==> config.mk <==
export PLATFORM = sky130hd
export DESIGN_NAME = reg_scoreboard
export DESIGN_NICKNAME = d
export VERILOG_FILES = /design/src/rtl/reg_scoreboard.sv
export SDC_FILE = /design/constraint.sdc
export NUM_CORES = 1
export LEC_CHECK = 0
export ABC_AREA = 1
export CAP_MARGIN = 0
export CORE_ASPECT_RATIO = 1.25
export CORE_MARGIN = 5
export CORE_UTILIZATION = 52
export CTS_CLUSTER_SIZE = 40
export DETAILED_ROUTE_END_ITERATION = 7
export GPL_TIMING_DRIVEN = 0
export PLACE_DENSITY = 0.91
export RECOVER_POWER = 25
export SYNTH_ARGS = -nofsm -noshare
export SYNTH_HDL_FRONTEND = slang
export SYNTH_SLANG_ARGS = --single-unit
==> constraint.sdc <==
create_clock -name clk -period 2.35 [get_ports clk]
set_input_delay 0.3525 -clock clk [delete_from_list [all_inputs] [get_ports clk]]
set_output_delay 0.3525 -clock clk [all_outputs]
set_load 0.05 [all_outputs]
==> src/rtl/reg_scoreboard.sv <==
// Write-pending register scoreboard: tracks in-flight destination registers with
// per-register latency counters and answers source-operand busy lookups for decode.
module reg_scoreboard #(
    parameter int unsigned NREG = 8,
    parameter int unsigned AW   = 3,
    parameter int unsigned LW   = 2,
    parameter int unsigned SCW  = 16
) (
    input  logic            clk,
    input  logic            reset,
    input  logic            issue_valid,
    input  logic [AW-1:0]   issue_dst,
    input  logic [LW-1:0]   issue_lat,
    input  logic            wb_valid,
    input  logic [AW-1:0]   wb_dst,
    input  logic            kill,
    input  logic [AW-1:0]   rd_a,
    input  logic [AW-1:0]   rd_b,
    input  logic            use_a,
    input  logic            use_b,
    output logic            busy_a,
    output logic            busy_b,
    output logic            stall,
    output logic            issue_fire,
    output logic [NREG-1:0] busy_vec,
    output logic [SCW-1:0]  stall_cnt
);

    logic [LW-1:0]  cnt     [NREG];
    logic [LW-1:0]  cnt_nxt [NREG];
    logic           last_valid;
    logic [AW-1:0]  last_dst;
    logic [SCW-1:0] stall_cnt_nxt;

    // Lookup side: everything here is combinational from registered state.
    always_comb begin
        for (int i = 0; i < int'(NREG); i++) begin
            busy_vec[i] = (cnt[i] != '0);
        end
    end

    assign busy_a     = busy_vec[rd_a];
    assign busy_b     = busy_vec[rd_b];
    assign stall      = (use_a & busy_a) | (use_b & busy_b);
    assign issue_fire = issue_valid & ~stall;

    // Per-register update: new issue beats writeback, which beats kill, which beats countdown.
    always_comb begin
        for (int i = 0; i < int'(NREG); i++) begin
            cnt_nxt[i] = cnt[i];
            if (i == 0) begin
                cnt_nxt[i] = '0;
            end else if (issue_fire && (issue_dst == AW'(i)) && (issue_lat != '0)) begin
                cnt_nxt[i] = issue_lat;
            end else if (wb_valid && (wb_dst == AW'(i))) begin
                cnt_nxt[i] = '0;
            end else if (kill && last_valid && (last_dst == AW'(i))) begin
                cnt_nxt[i] = '0;
            end else if (cnt[i] != '0) begin
                cnt_nxt[i] = cnt[i] - LW'(1);
            end
        end
    end

    // Stall statistic saturates at all-ones.
    always_comb begin
        stall_cnt_nxt = stall_cnt;
        if (stall && (stall_cnt != '1)) begin
            stall_cnt_nxt = stall_cnt + SCW'(1);
        end
    end

    always_ff @(posedge clk) begin
        if (reset) begin
            for (int i = 0; i < int'(NREG); i++) begin
                cnt[i] <= '0;
            end
            last_valid <= 1'b0;
            last_dst   <= '0;
            stall_cnt  <= '0;
        end else begin
            cnt        <= cnt_nxt;
            last_valid <= issue_fire;
            if (issue_fire) begin
                last_dst <= issue_dst;
            end
            stall_cnt  <= stall_cnt_nxt;
        end
    end

endmodule

==> results of run 1 <==
synth_stat cells, types with 3 or more instances:
cell	count
a21oi_1	21
dfxtp_1	34
o21ai_0	13
inv_2	3
nor2_1	67
nor3_1	10
clkbuf_1	3
nand3_2	5
nand3_1	34
inv_1	64
buf_6	3
nand2_1	83
buf_2	3
nand4_1	9
ha_1	8
nand2_2	3
and3_1	4
xor2_1	7
power by group through the flow:
| stage | Clock [W] | Combinational [W] | Sequential [W] |
|---|---|---|---|
| 3_5_place_dp | 0 | 0.00168 | 0.000788 |
| 6_report | 0.000518 | 0.00168 | 0.000776 |
| 2_1_floorplan | 0 | 0.00120 | 0.000804 |
| 4_1_cts | 0.000526 | 0.00168 | 0.000775 |
| 5_1_grt | 0.000554 | 0.00187 | 0.000792 |
| 3_3_place_gp | 0 | 0.00164 | 0.000782 |
per-layer routing:
layer  part of all wire  routed length [µm]  GRT usage
met1               0.40                2585     0.2297
met2               0.51                3257     0.3913
met3              0.059                 379    0.05081
met4              0.035                 223     0.1060
met5                  0                   0          0
registers in the layout, indices dropped and copies added, names as in the netlist:
name and count:
stall_cnt 16, cnt 14, last_dst 3, last_valid 1
timing repair:
item / 4_1_cts / 5_1_grt
resized for setup: 11 / 12
pin swaps: 0 / 0
setup endpoints to repair: 4 / 5
setup buffers: 0 / 0
worst register-to-register path, stage by stage (launching register included):
cell,delay [ps]
dfxtp_1,360
inv_1,50
ha_1,250
nand2_1,90
nand3_1,80
nand3_2,120
nand3_4,110
nand3_2,120
clkbuf_1,350
nor3_1,100
a21oi_1,140
nor2_1,60
final timing paths:
kind                endpoint  cells after the start  slack, ps
hold reg to reg       cnt[5]                      2        480
setup reg to reg      cnt[1]                     11        410
hold / removal        cnt[5]                      2        480
setup / recovery  issue_fire                     10        100
area by class of cell:
class | count | area (µm²)
tap | 60 | 75.07
multi-input combinational | 288 | 1484
clock buffer | 8 | 110.1
fill | 443 | 1574
inverter | 68 | 257.7
buffer | 10 | 66.31
timing repair buffer | 45 | 446.7
sequential | 34 | 680.7
per-stage QoR:
| step | total power [W] | TNS [ps] | hold slack, ps | worst slack (ps) |
|---|---|---|---|---|
| CTS | 0.002981 | 0 | 488.1 | 36.34 |
| finish | 0.002979 | 0 | 480.2 | 102.6 |
| global placement | 0.002418 | -1027 | 468.9 | -511.5 |
| global route | 0.003219 | -22.72 | 512.9 | -22.72 |
| floorplan | 0.002006 | 0 | 454.0 | 287.1 |
| detailed placement | 0.002472 | -1177 | 471.4 | -567.0 |
cells by family (layout without fill, tap and decap cells):
logic type | count (synthesis) | after routing | synth area share
and+or+nand+nor | 228 | 228 | 0.4294
other | 1 | 1 | 0.001511
xor gates and xnor gates | 8 | 8 | 0.02823
DFF | 34 | 34 | 0.2742
adders and majority gates | 8 | 8 | 0.04032
buffers and inverters | 78 | 131 | 0.1310
AOI/OAI and AO/OA | 43 | 43 | 0.09526
==> metrics.txt, run 1 <==
cell area after synthesis=0.002482 mm²; hold path startpoint=cnt[5]; sw power=0.001385 W; Post-DP HPWL=~5.0 mm; min cycle time layout=about 2200 ps; io pins=roughly 50; slowest cell delay on critical path=330 ps; RSZ-0062 raised after global routing=yes; cell area power density=954.7 mW/mm²; WP buf/inv=3; cells after synthesis=400; Vias/cell=between 5 and 6; initial core utilization=0.5288; Clock Root Buffer=clkbuf_8; clock buffer depth=2; DR DRC count=0; Top Family by Delay on Critical Path=simple AND/OR/NAND/NOR gates; GPL Wtd Cong=slightly above 0.9; synth unique cells=35; Clk Latency, worst-skew pair=290 ps; Synth Flop Type=dfxtp_1; Clock Pin Slew Worst Setup and Hold Paths=70 ps; Tightest Hold Check Type=reg -> reg; TritonCTS Sinks=34; Critical Path RT=2000 ps; crit path max fanout=10; Max Cap Violations=0; CP endpoint kind=output port; DR pass1 iterations=4; flops & latches, synth=34; pin count of the biggest net entering global routing=11; utilization after layout=0.6647; TritonCTS clock tree=done; Total GRT Usage=0.2152; Row Count=28; Sw Share=0.4649; placed cell areas=0.003008 mm²; Leakage Power=1.354 nW; total number of vias=between 2,000 and 3,000; most frequent cells in the layout=nand2_1 (83), nor2_1 (67), inv_1 (63), clkdlybuf4s50_1 (38); Max Slew Vio Count=0; yosys warns=0; status=finished clean; global-route wire length before repair=10.89 mm; core box area=0.004695 mm²; Hold Buf Count CTS=0; total gr overflow=0; Chip Width=71.80 µm; critical-path cell list=inv_1 -> ha_1 -> nand2_1 -> nand3_1 -> nand3_2 -> nand3_4 -> nand2_4 -> nor2_4 -> buf_6 -> buf_6; clock network power share=0.174; Seq/Total Area, Yosys=0.2742; final setup violation count=0; skew final=7.720 ps; leading area contributor after synthesis=dfxtp_1; Startpoint Class=flop; Mapped Nets=429; WL/cell=12.56 µm; most common cell after layout, fill and taps aside=nand2_1; WS Path Type=reg -> out; fin area=~0.0031 mm²; # port buffers=between 40 and 50; area grow syn2layout=25.71%; P_int=0.001594 W; Final nets=a little under 500; initial drt markers=137; FMAX=445.0 MHz; Final ANT Viol Nets=0; Post-synth EDFFs=0; Die Y=87.25 µm; Post-synth ARST share=0; Worst path slowest cell=dfxtp_1; final wirelength=6.445 mm; mean post-synth cell area=6.206 µm²; share of layout cells above drive strength 1=0.09051; Post-Place Cells=505; CP startpoint=cnt[10]; maximum VDD drop=487.8 µV; Worst-Margin Slew=520.7 ps; relative slew slack=0.6529; Layout Cells excl Fill=513; top-area cell type share of the netlist area=0.2742; RR Startpoint=cnt[10]; TritonCTS buffer count=5; Comb pwr share=0.565; Hold Fails Final Rpt=0; arrival time worst endpoint=1890 ps; ANT cells=0; vias in the first global route=2,612; fin crit share=0.9563; initial antenna violation count=0; CP dominant cell by count=buf_6; htree depth=2; largest cells by area after synthesis=dfxtp_1 (27%), nand2_1 (13%), nor2_1 (10%), inv_1 (9.7%), nand3_1 (6.9%); Die Area=0.006265 mm²; Reg power frac=0.261
(Power assumes the default switching activity.)
==> run 2: changes to the inputs <==
Settings changed: CORE_UTILIZATION 52 to 42, PLACE_DENSITY 0.91 to 0.78.
==> run 2 against run 1 <==
  * Sequential power hardly changed
  * Wire length up 0.26%
  * Hold slack improved by 1.1 ps
  * First-iteration DRC count up 19%
  * Combinational power about the same
  * Clock skew down 0.72 ps
  * Via count is 1.5% lower
  * Sequential share of layout area is 0.23 points higher
  * Critical endpoint is now busy_vec[4]
==> metrics.txt, run 2 (same netlist as run 1, synthesis figures left out) <==
status=finished clean (unchanged); placed cell areas=0.003015 mm² (was 0.003008 mm²); most common cell after layout, fill and taps aside=nand2_1 (unchanged); Top Family by Delay on Critical Path=buffers and inverters (was simple AND/OR/NAND/NOR gates); Post-Place Cells=511 (was 505); core box area=0.005779 mm² (was 0.004695 mm²); Startpoint Class=flop (unchanged); CP dominant cell by count=inv_1 (was buf_6); Die Y=95.96 µm (was 87.25 µm); Hold Buf Count CTS=0 (unchanged); Die Area=0.007557 mm² (was 0.006265 mm²); final hold slack=481.3 ps (was 480.2 ps); crit path max fanout=4 (was 10); Worst Slack Setup Final=110.7 ps (was 102.6 ps); io pins=49 (unchanged); slowest cell delay on critical path=840 ps (was 330 ps); final wirelength=6.462 mm (was 6.445 mm); Total GRT Usage=0.1783 (was 0.2152); Final nets=481 (unchanged); Comb pwr share=0.583 (was 0.565); Multi-input gate area=0.001466 mm² (was 0.001484 mm²); DR pass1 iterations=4 (unchanged); htree depth=2 (unchanged); Row Count=31 (was 28); fin crit share=0.9529 (was 0.9563); most frequent cells in the layout=nand2_1 (83), nor2_1 (67), inv_1 (64), clkdlybuf4s50_1 (37), nand3_1 (35) (was nand2_1 (83), nor2_1 (67), inv_1 (63), clkdlybuf4s50_1 (38)); Reg power frac=0.272 (was 0.261); maximum VDD drop=396.3 µV (was 487.8 µV); Max Cap Violations=0 (unchanged); WP buf/inv=3 (unchanged); Tightest Hold Check Type=reg -> reg (unchanged); ANT cells=0 (unchanged); Sw Share=0.4796 (was 0.4649); share of layout cells above drive strength 1=0.07301 (was 0.09051); vias in the first global route=2,592 (was 2,612); global-route wire length before repair=10.85 mm (was 10.89 mm); initial core utilization=0.4295 (was 0.5288); RSZ-0062 raised after global routing=no (was yes); Worst-Margin Slew=535.5 ps (was 520.7 ps); fill count=586 (was 443); initial drt markers=163 (was 137); Clock Pin Slew Worst Setup and Hold Paths=70 ps (about the same); Clk Latency, worst-skew pair=280 ps (was 290 ps); sw power=0.001370 W (was 0.001385 W); pin count of the biggest net entering global routing=11 (unchanged); Power Total=0.002856 W (was 0.002979 W); area grow syn2layout=24.40% (was 25.71%); final setup violation count=0 (unchanged); P_int=0.001487 W (was 0.001594 W); TritonCTS buffer count=5 (unchanged); TritonCTS Sinks=34 (unchanged); Register Area=680.7 µm² (unchanged); clock buffer depth=2 (unchanged); Critical Path RT=2000 ps (about the same); WS Path Type=reg -> out (unchanged); Chip Width=78.76 µm (was 71.80 µm); relative slew slack=0.6419 (was 0.6529); Vias/cell=5.164 (was 5.296); FMAX=446.6 MHz (was 445.0 MHz); DR DRC count=0 (unchanged); critical-path cell list=inv_1 -> ha_1 -> inv_1 -> clkdlybuf4s50_1 (was inv_1 -> ha_1 -> nand2_1 -> nand3_1 -> nand3_2 -> nand3_4 -> nand2_4 -> nor2_4 -> buf_6 -> buf_6); Final ANT Viol Nets=0 (unchanged); Place WS=-543.5 ps (was -567.0 ps); biggest regs=stall_cnt (16), cnt (14), last_dst (3) (unchanged); arrival time worst endpoint=1890 ps (about the same); initial antenna violation count=0 (unchanged); total gr overflow=0 (unchanged); Largest register FFs=16 (unchanged); Top reg by flops=stall_cnt (unchanged); fin area=0.003088 mm² (was 0.003120 mm²); WL/cell=12.47 µm (was 12.56 µm); skew final=7.000 ps (was 7.720 ps); Max Slew Vio Count=0 (unchanged); Layout Cells excl Fill=518 (was 513); Post-DP HPWL=5.077 mm (was 4.982 mm); clock network power share=0.145 (was 0.174); GPL Wtd Cong=0.9039 (was 0.9248); cell area power density=925.0 mW/mm² (was 954.7 mW/mm²); CP endpoint kind=output port (unchanged); Worst path slowest cell=clkdlybuf4s50_1 (was dfxtp_1); # port buffers=45 (unchanged); Hold Fails Final Rpt=0 (unchanged); Leakage Power=1.347 nW (was 1.354 nW); TritonCTS clock tree=done (unchanged); total number of vias=2,675 (was 2,717); min cycle time layout=2239 ps (was 2247 ps); Clock Root Buffer=clkbuf_8 (unchanged)
==> run 2: cell types whose count changed in the layout (fill, tap and decap cells not counted), moves of 2 or more <==
cell | previous run | this run
ha_1 | 5 | 8
clkbuf_8 | 8 | 5
dlygate4sd2_1 | 0 | 2
ha_2 | 3 | 0
clkinv_2 | 0 | 2
==> run 2: layout make-up <==
type,instances,area share
multi-input combinational,288,0.4749
sequential,34,0.2204
timing repair buffer,45,0.1475
inverter,68,0.08347
tap,66,0.02674
clock buffer,5,0.02229
buffer,10,0.02147
clock inverter,2,0.003241
==> run 2: worst paths after layout <==
| path | start | to | slack, ps | cells after the start |
|---|---|---|---|---|
| max | cnt[6] | busy_vec[4] | 110 | 4 |
| min | cnt[4] | cnt[4] | 480 | 2 |
| max reg2reg | stall_cnt[0] | stall_cnt[5] | 320 | 10 |
| min reg2reg | cnt[4] | cnt[4] | 480 | 2 |
==> run 2: stage by stage <==
step | util | TNS (ps)
3_5_place_dp | 0.5218 | -1216
2_1_floorplan | - | 0
5_1_grt | 0.5343 | 0
3_3_place_gp | 0.5218 | -1125
6_report | 0.5343 | 0
4_1_cts | 0.5347 | 0
==> run 2: worst reg2reg max path, stage by stage, from the launching register on <==
cell and delay, ps:
dfxtp_1 430, ha_1 240, nand2_2 70, nor3_1 400
nand2_2 140, nor2_4 120, nand2_2 70, nand2_4 110
buf_6 150, o21ai_1 60, and3_1 140
==> run 2: power by group through the flow <==
| stage | Combinational (W) | Sequential, W | Clock [W] |
|---|---|---|---|
| 2_1_floorplan | 0.00120 | 0.000804 | 0 |
| 3_3_place_gp | 0.00164 | 0.000782 | 0 |
| 3_5_place_dp | 0.00168 | 0.000788 | 0 |
| 4_1_cts | 0.00167 | 0.000776 | 0.000433 |
| 5_1_grt | 0.00185 | 0.000790 | 0.000451 |
| 6_report | 0.00167 | 0.000776 | 0.000414 |
==> run 2: routing by layer <==
layer,share of wire,up-vias,global-route usage
li1,-,1372,-
met1,0.43,1211,0.1975
met2,0.49,77,0.3265
met3,0.054,15,0.03933
met4,0.022,0,0.07726
met5,0,-,0
==> run 2: repair_timing <==
action / 4_1_cts / 5_1_grt
setup buffers: 0 / 0
hold endpoints to repair: 0 / 0
gates resized for setup: 11 / 3
endpoints found under the setup margin: 4 / 1
==> run 3: changes to the inputs <==
Settings changed: CAP_MARGIN 0 to default.
==> results of run 3 <==
No change in the layout: final DEF, timing and power equal those of run 2.
